File: src/rtl/nsdp_check_ctrl.sv
// nsdp_check_ctrl: run controller for the NSDP packet checker.
// Starts and stops check runs and aligns each run to a packet boundary.
// Counts completed packets and latches the first error with its data beat.
// Optional build macro NSDP_ERR_COUNT_EN adds err_count_o, a saturating
// count of error beats seen while running.

module nsdp_check_ctrl #(
  parameter int DW          = 512,
  parameter int EW          = 15,
  parameter bit HALT_ON_ERR = 1'b1,
  parameter int ACT_TIMEOUT = 1000000
) (
  input  logic          clk,
  input  logic          resetn,
  input  logic          start_i,
  input  logic          stop_i,
  input  logic [DW-1:0] axis_tdata_i,
  input  logic          axis_tvalid_i,
  input  logic          axis_tlast_i,
  input  logic [EW-1:0] chk_error_i,
  output logic          chk_init_o,
  output logic          run_status_o,
  output logic          eth_active_o,
  output logic [EW-1:0] error_o,
  output logic [DW-1:0] error_data_o,
  output logic [63:0]   packets_rcvd_o
`ifdef NSDP_ERR_COUNT_EN
  ,
  output logic [31:0]   err_count_o
`endif
);

  localparam int ACT_W = (ACT_TIMEOUT > 1) ? $clog2(ACT_TIMEOUT + 1) : 1;
  localparam logic [ACT_W-1:0] ACT_LOAD = ACT_W'(ACT_TIMEOUT);

  typedef enum logic [1:0] {
    ST_IDLE,
    ST_ARMED,
    ST_RUNNING,
    ST_HALTED
  } state_e;

  state_e            state_q, state_d;
  logic              sop_q, sop_d;
  logic              chkInit_q, chkInit_d;
  logic              runStatus_q, runStatus_d;
  logic              ethActive_q, ethActive_d;
  logic [ACT_W-1:0]  actCount_q, actCount_d;
  logic [EW-1:0]     error_q, error_d;
  logic [DW-1:0]     errorData_q, errorData_d;
  logic [63:0]       packetsRcvd_q, packetsRcvd_d;

  logic inRun;
  logic stopReq;
  logic startReq;
  logic beatProcess;
  logic errHit;
  logic firstErr;

  // Decode the control requests and whether this beat belongs to the run
  always_comb begin
    inRun       = (state_q == ST_ARMED) || (state_q == ST_RUNNING);
    stopReq     = stop_i && inRun;
    startReq    = start_i && !stop_i;
    beatProcess = axis_tvalid_i && !startReq && !stopReq &&
                  ((state_q == ST_RUNNING) || ((state_q == ST_ARMED) && sop_q));
    errHit      = beatProcess && (chk_error_i != '0);
    firstErr    = errHit && (error_q == '0);
  end

  // Next-state logic for the run FSM
  always_comb begin
    state_d = state_q;
    if (stopReq) begin
      state_d = ST_IDLE;
    end else if (startReq) begin
      state_d = ST_ARMED;
    end else if (beatProcess) begin
      if (firstErr && HALT_ON_ERR) begin
        state_d = ST_HALTED;
      end else begin
        state_d = ST_RUNNING;
      end
    end
    runStatus_d = (state_d == ST_ARMED) || (state_d == ST_RUNNING);
  end

  // Run results: clear on accepted start, otherwise count packets and latch the first error
  always_comb begin
    chkInit_d     = 1'b0;
    error_d       = error_q;
    errorData_d   = errorData_q;
    packetsRcvd_d = packetsRcvd_q;
    if (startReq) begin
      chkInit_d     = 1'b1;
      error_d       = '0;
      errorData_d   = '0;
      packetsRcvd_d = '0;
    end else if (beatProcess) begin
      if (axis_tlast_i) begin
        packetsRcvd_d = packetsRcvd_q + 64'd1;
      end
      if (firstErr) begin
        error_d     = chk_error_i;
        errorData_d = axis_tdata_i;
      end
    end
  end

  // Packet-boundary tracking and link activity timer, independent of run state
  always_comb begin
    sop_d      = sop_q;
    actCount_d = actCount_q;
    if (axis_tvalid_i) begin
      sop_d      = axis_tlast_i;
      actCount_d = ACT_LOAD;
    end else if (actCount_q != '0) begin
      actCount_d = actCount_q - 1'b1;
    end
    ethActive_d = (actCount_d != '0);
  end

  // State and result registers
  always_ff @(posedge clk) begin
    if (!resetn) begin
      state_q       <= ST_IDLE;
      sop_q         <= 1'b1;
      chkInit_q     <= 1'b0;
      runStatus_q   <= 1'b0;
      ethActive_q   <= 1'b0;
      actCount_q    <= '0;
      error_q       <= '0;
      errorData_q   <= '0;
      packetsRcvd_q <= '0;
    end else begin
      state_q       <= state_d;
      sop_q         <= sop_d;
      chkInit_q     <= chkInit_d;
      runStatus_q   <= runStatus_d;
      ethActive_q   <= ethActive_d;
      actCount_q    <= actCount_d;
      error_q       <= error_d;
      errorData_q   <= errorData_d;
      packetsRcvd_q <= packetsRcvd_d;
    end
  end

  assign chk_init_o     = chkInit_q;
  assign run_status_o   = runStatus_q;
  assign eth_active_o   = ethActive_q;
  assign error_o        = error_q;
  assign error_data_o   = errorData_q;
  assign packets_rcvd_o = packetsRcvd_q;

`ifdef NSDP_ERR_COUNT_EN
  logic [31:0] errCount_q, errCount_d;

  // Saturating count of every error beat seen while running, not just the first
  always_comb begin
    errCount_d = errCount_q;
    if (startReq) begin
      errCount_d = '0;
    end else if (errHit && (errCount_q != 32'hFFFF_FFFF)) begin
      errCount_d = errCount_q + 32'd1;
    end
  end

  // Error count register
  always_ff @(posedge clk) begin
    if (!resetn) begin
      errCount_q <= '0;
    end else begin
      errCount_q <= errCount_d;
    end
  end

  assign err_count_o = errCount_q;
`endif

endmodule

File: config.mk
export PLATFORM = sky130hd
export DESIGN_NAME = nsdp_check_ctrl
export DESIGN_NICKNAME = d
export VERILOG_FILES = /design/src/rtl/nsdp_check_ctrl.sv
export SDC_FILE = /design/constraint.sdc
export NUM_CORES = 1
export LEC_CHECK = 0
export BUFFER_PORTS_ARGS = -buffer_cell sky130_fd_sc_hd__buf_2
export CAP_MARGIN = 20
export CORE_AREA = 8 8 430 432
export CTS_CLUSTER_DIAMETER = 60
export CTS_CLUSTER_SIZE = 12
export DETAILED_ROUTE_END_ITERATION = 6
export DIE_AREA = 0 0 438 440
export HOLD_SLACK_MARGIN = 0.1
export PLACE_DENSITY = 0.33
export SLEW_MARGIN = 20
export SYNTH_ARGS = -nofsm -noshare
export SYNTH_HDL_FRONTEND = slang
export SYNTH_SLANG_ARGS = --single-unit
File: constraint.sdc
create_clock -name clk -period 7.3 [get_ports clk]
set_input_delay 1.46 -clock clk [delete_from_list [all_inputs] [get_ports clk]]
set_output_delay 1.46 -clock clk [all_outputs]
set_load 0.03 [all_outputs]
# After elaboration in Yosys (flattened, before gate mapping)
# Cells that the tools add are included.
[op_classes]
n_addsub = 2
n_mul = 0
div_mod_pow = 0
magnitude_cmp = 0
eq_ne = 4
n_shift = 0
muxes = 7
n_bitwise = 1
n_reduce_logical = 21
[ops]
columns = ["operator", "count"]
rows = [
  ["$add A64 B1 Y64 const B", 1],
  ["$mux W20", 2],
  ["$reduce_bool A20 Y1", 2],
  ["$sub A20 B1 Y20 const B", 1],
  ["$logic_not A15 Y1", 1],
  ["$reduce_bool A15 Y1", 1],
  ["$logic_and A1 B1 Y1", 8],
  ["$mux W2", 3],
  ["$eq A2 B1 Y1 const B", 2],
  ["$eq A2 B2 Y1 const B", 2],
  ["$reduce_and A2 Y1", 2],
  ["$logic_not A1 Y1", 3],
  ["$logic_or A1 B1 Y1", 3],
  ["$mux W1", 2],
  ["$reduce_or A2 Y1", 1],
  ["$not A1 Y1", 1],
]
[word_totals]
register_bits = 617
latch_bits = 0
ram_bits = 0
romBits = 0
input_bits = 533
output_inout_bits = 594
n_memories = 0

# Longest topological paths before layout
[logic_depth]
word_depth = 14
mapped_depth = 11
depth_no_buf = 8

# Worst setup path before layout
# No wires, ideal clock.
[synth_timing]
path_kind = "input to register"
startpoint = "in stop_i"
endpoint = "reg packetsRcvd_q[52], in the netlist packets_rcvd_o[52]"
setup_time_ps = 70
arrival_ps = 3110
required_ps = 7230
path_slack_ps = 4119
stages = 7
path_buffers = 1
path_cell_list = "nand2b_1 and4_1 buf_2 nand4_1 or3_4 or3b_1 a21oi_1"
[synth_between]
elab_chain_cells = 7
elab_cells_between_ends = 10
cone_classes = "reduce/logical (10)"
[synth_rtl]
columns = ["element", "line", "rtl"]
rows = [
  ["from (decl)", "16", "input logic stop_i,"],
  ["$logic_not A1 Y1", "64", "startReq = start_i && !stop_i;"],
  ["$logic_and A1 B1 Y1", "64", ""],
  ["$logic_not A1 Y1", "65", "beatProcess = axis_tvalid_i && !startReq && !stopReq &&"],
  ["$logic_and A1 B1 Y1 (3 in a row)", "65", ""],
  ["$reduce_and A2 Y1 (no line)", "--", ""],
  ["to (signal assigned)", "144", "packetsRcvd_q <= packetsRcvd_d;"],
  ["to (decl)", "51", "logic [63:0] packetsRcvd_q, packetsRcvd_d;"],
]
# Several ways; a longest one is shown, not always the timed one.
# A chain may end at the register's enable or synchronous reset.

# Worst setup path in the final report
[layout_timing]
startpoint = "in stop_i"
endpoint = "reg packetsRcvd_q[63], in the netlist packets_rcvd_o[63]"
# Same word-level chain as after synthesis.

==> impl_metrics.tcl <==
set metrics [dict create \
    critPathTopFamily "simple AND/OR/NAND/NOR gates" \
    post_cts_buffers 0 \
    setup.worst_path.start "stop_i" \
    status "finished, final reports clean" \
    ys_types 61 \
    area.sequential_um2 12400 \
    grt_first_pass_wirelength_um 177000 \
    end_kind "flop" \
    rows 155 \
    ioPinCount 1127 \
    synth_warnings 0 \
    core_region_area_um2 178000 \
    crit_path_start_kind "primary input" \
    drcViolationCount 0 \
    die_w_um 438 \
    detail_route.wl_per_cell_um 20.4 \
    first_pass_iters 5 \
    synth.top_cell.area_share 0.555 \
    timing.rr.end "packets_rcvd_o[63]$_SDFFE_PP0P_" \
    hold_viol 0 \
    fp.dieH_um 440 \
    rr_worst_depth 8 \
    min_period_over_period 0.509 \
    finalCriticalPeriod_ps 3720 \
    final_max_slew_viol_count 0 \
    vias 23227 \
    drt_iter0_drc 1423 \
    dieArea_um2 193000 \
    cts_resized 0 \
    synth_top_area_cell "dfxtp_1" \
    tns_ps 0 \
    synth_area_um2 22300 \
    cp_num_buf_inv 1 \
    syn_avg_cell_area_um2 7.92 \
    endpoint "packets_rcvd_o[63]$_SDFFE_PP0P_" \
    synth-seq-cells 617 \
    tritoncts "yes" \
    fin_skew_ps 46.2 \
    setup_viol 0 \
    power.density_nw_per_um2 270 \
    cts_sinks 617 \
    numCtsBuffers 91 \
    path_cells "buf_2 -> nand2b_1 -> and4_1 -> and4_1 -> nand4_1 -> or4_1 -> a21oi_1" \
    port_buffers 1126 \
    synthCells 2811 \
    grt_max_degree 175 \
    rrSetupSlack_ps 3810 \
    avgViaCountPerCell 3.69 \
    critPathMostFrequentCell "and4_1" \
    cts-hold-fix-buffers 0 \
    totalWireLength_um 129000 \
    area_growth_pct 51.0 \
    hold_class "reg2reg" \
    multi_input_area_um2 9110 \
    seq_area_frac_synth 0.555 \
    synth_most_common_cell "nand2_1" \
    clockBufferDepth 3 \
    leakage_nw 13.7 \
    clockRootBuffer "clkbuf_16" \
    relSlewSlack 0.217 \
    antenna_found_initial 61 \
    max_cap_viol_count 0 \
    path_clk_slew_ps 60 \
    ant_nets 0 \
    cp_max_fo 18 \
    crit_required_ps 7930 \
    fin_nets 4389 \
    dp_hpwl_um 98300 \
    worst_pin_slew_ps 1180 \
    synthFlopType "dfxtp_1" \
    synth_edf_count 0 \
    nFillCells 20394 \
    crit_cells 7 \
    rsz0062_at_grt "false" \
    ir_drop_uv 177 \
    path_class "in2reg" \
    htree_num_levels 3 \
    crit_path_top_delay_cell "nand4_1" \
    place_congestion 0.891 \
    cp.arrival_ps 4350 \
    initial_core_util 0.125 \
    postSynth.asyncResetShare 0 \
    grt-ovfl-total 0 \
    insertion_delay_ps 720 \
    fmax_mhz 269 \
    r2r-start "state_q[0]$_SDFF_PN0_" \
    utilization 0.189 \
    grt_pass1_vias 22649 \
    slowest_delay_ps 660 \
    netlist_top_cells_count "nand2_1, dfxtp_1, a21oi_1, clkbuf_1, nor2_1" \
    synth_nets 3349 \
    track_usage 0.125 \
    yosys-top-cells-area "dfxtp_1, nand2_1, a21oi_1" \
    layout-drive-gt1-share 0.337 \
]
-- layout make-up --
| type | count | share of cell area |
|---|---|---|
| Sequential cell | 617 | 0.367 |
| Clock buffer | 112 | 0.0734 |
| Clock inverter | 59 | 0.0213 |
| Inverter | 21 | 0.00234 |
| Multi-Input combinational cell | 1977 | 0.271 |
| Tap cell | 2355 | 0.0877 |
| Timing Repair Buffer | 1143 | 0.176 |
| Antenna cell | 19 | 0.00141 |
-- tightest hold or removal path: stages (launching register included) --
cell and delay (ps):
dfxtp_1 300, nand2_1 50, a21oi_1 50
-- how the worst min path moves through the flow --
stage,startpoint,to,slack [ps],depth (start not counted)
after floorplan,sop_q$_SDFFE_PN1P_,sop_q$_SDFFE_PN1P_,440,2
final,error_data_o[271]$_SDFFE_PP0P_,error_data_o[271]$_SDFFE_PP0P_,450,2
after detailed placement,error_data_o[231]$_SDFFE_PP0P_,error_data_o[231]$_SDFFE_PP0P_,440,2
after global routing,error_data_o[295]$_SDFFE_PP0P_,error_data_o[295]$_SDFFE_PP0P_,460,2
after global placement,error_data_o[322]$_SDFFE_PP0P_,error_data_o[322]$_SDFFE_PP0P_,440,2
after CTS,error_data_o[204]$_SDFFE_PP0P_,error_data_o[204]$_SDFFE_PP0P_,450,2
-- per-layer routing --
metal	vias up	track usage	part of all wire
met4	26	0.0400	0.029
li1	11381	-	-
met3	209	0.0395	0.069
met5	-	0	0.0011
met1	10905	0.144	0.40
met2	706	0.221	0.51
-- cell usage in the layout (no fill, tap or decap), types with 16 or more instances in the layout --
| cell | netlist | layout |
|---|---|---|
| buf_2 | 2 | 1126 |
| nand2_1 | 1065 | 1064 |
| dfxtp_1 | 617 | 617 |
| a21oi_1 | 567 | 567 |
| clkbuf_16 | 0 | 92 |
| nor2_1 | 77 | 77 |
| or3_1 | 30 | 30 |
| nor4_1 | 29 | 29 |
| xnor2_1 | 29 | 29 |
| o21ai_0 | 24 | 24 |
| inv_1 | 21 | 21 |
| diode_2 | 0 | 19 |
| nand3_1 | 20 | 19 |
| nand4_1 | 16 | 16 |
| xor2_1 | 16 | 16 |
-- per-stage QoR --
step	power [mW]	hold WS, ps	area, um^2	setup slack [ps]	instances
2_1_floorplan	4.07	441	22300	4120	2811
3_3_place_gp	4.50	439	30400	2940	6113
3_5_place_dp	4.50	443	30400	2850	6113
4_1_cts	9.30	450	33600	3700	6284
5_1_grt	9.50	460	33600	3540	6292
6_report	9.08	449	33600	3580	6303
-- report_power, final --
| part | switching [mW] | internal [mW] | leakage [nW] |
|---|---|---|---|
| clock network | 1.92 | 2.75 | 1.54 |
| logic | 0.628 | 0.272 | 7.22 |
| registers | 0.0553 | 3.46 | 4.98 |
| total | 2.60 | 6.48 | 13.7 |
-- cell families (layout without fill, tap and decap cells) --
kind of cell,Yosys count,in the layout,share of synthesized area
other,0,19,0
xor gates and xnor gates,45,45,0.0177
adders and majority gates,5,5,0.00281
AOI/OAI and AO/OA,619,619,0.143
buffers and inverters,217,1335,0.0369
DFF,617,617,0.555
and+or+nand+nor,1305,1305,0.243
muxes,3,3,0.00141
-- state kept, by name, summed over array words and instances, names as in the netlist --
| register | flops |
|---|---|
| error_data_o | 512 |
| packets_rcvd_o | 64 |
| actCount_q | 20 |
| error_o | 15 |
| state_q | 2 |
| chk_init_o | 1 |
| eth_active_o | 1 |
| run_status_o | 1 |
| sop_q | 1 |
(Power assumes the default switching activity.)
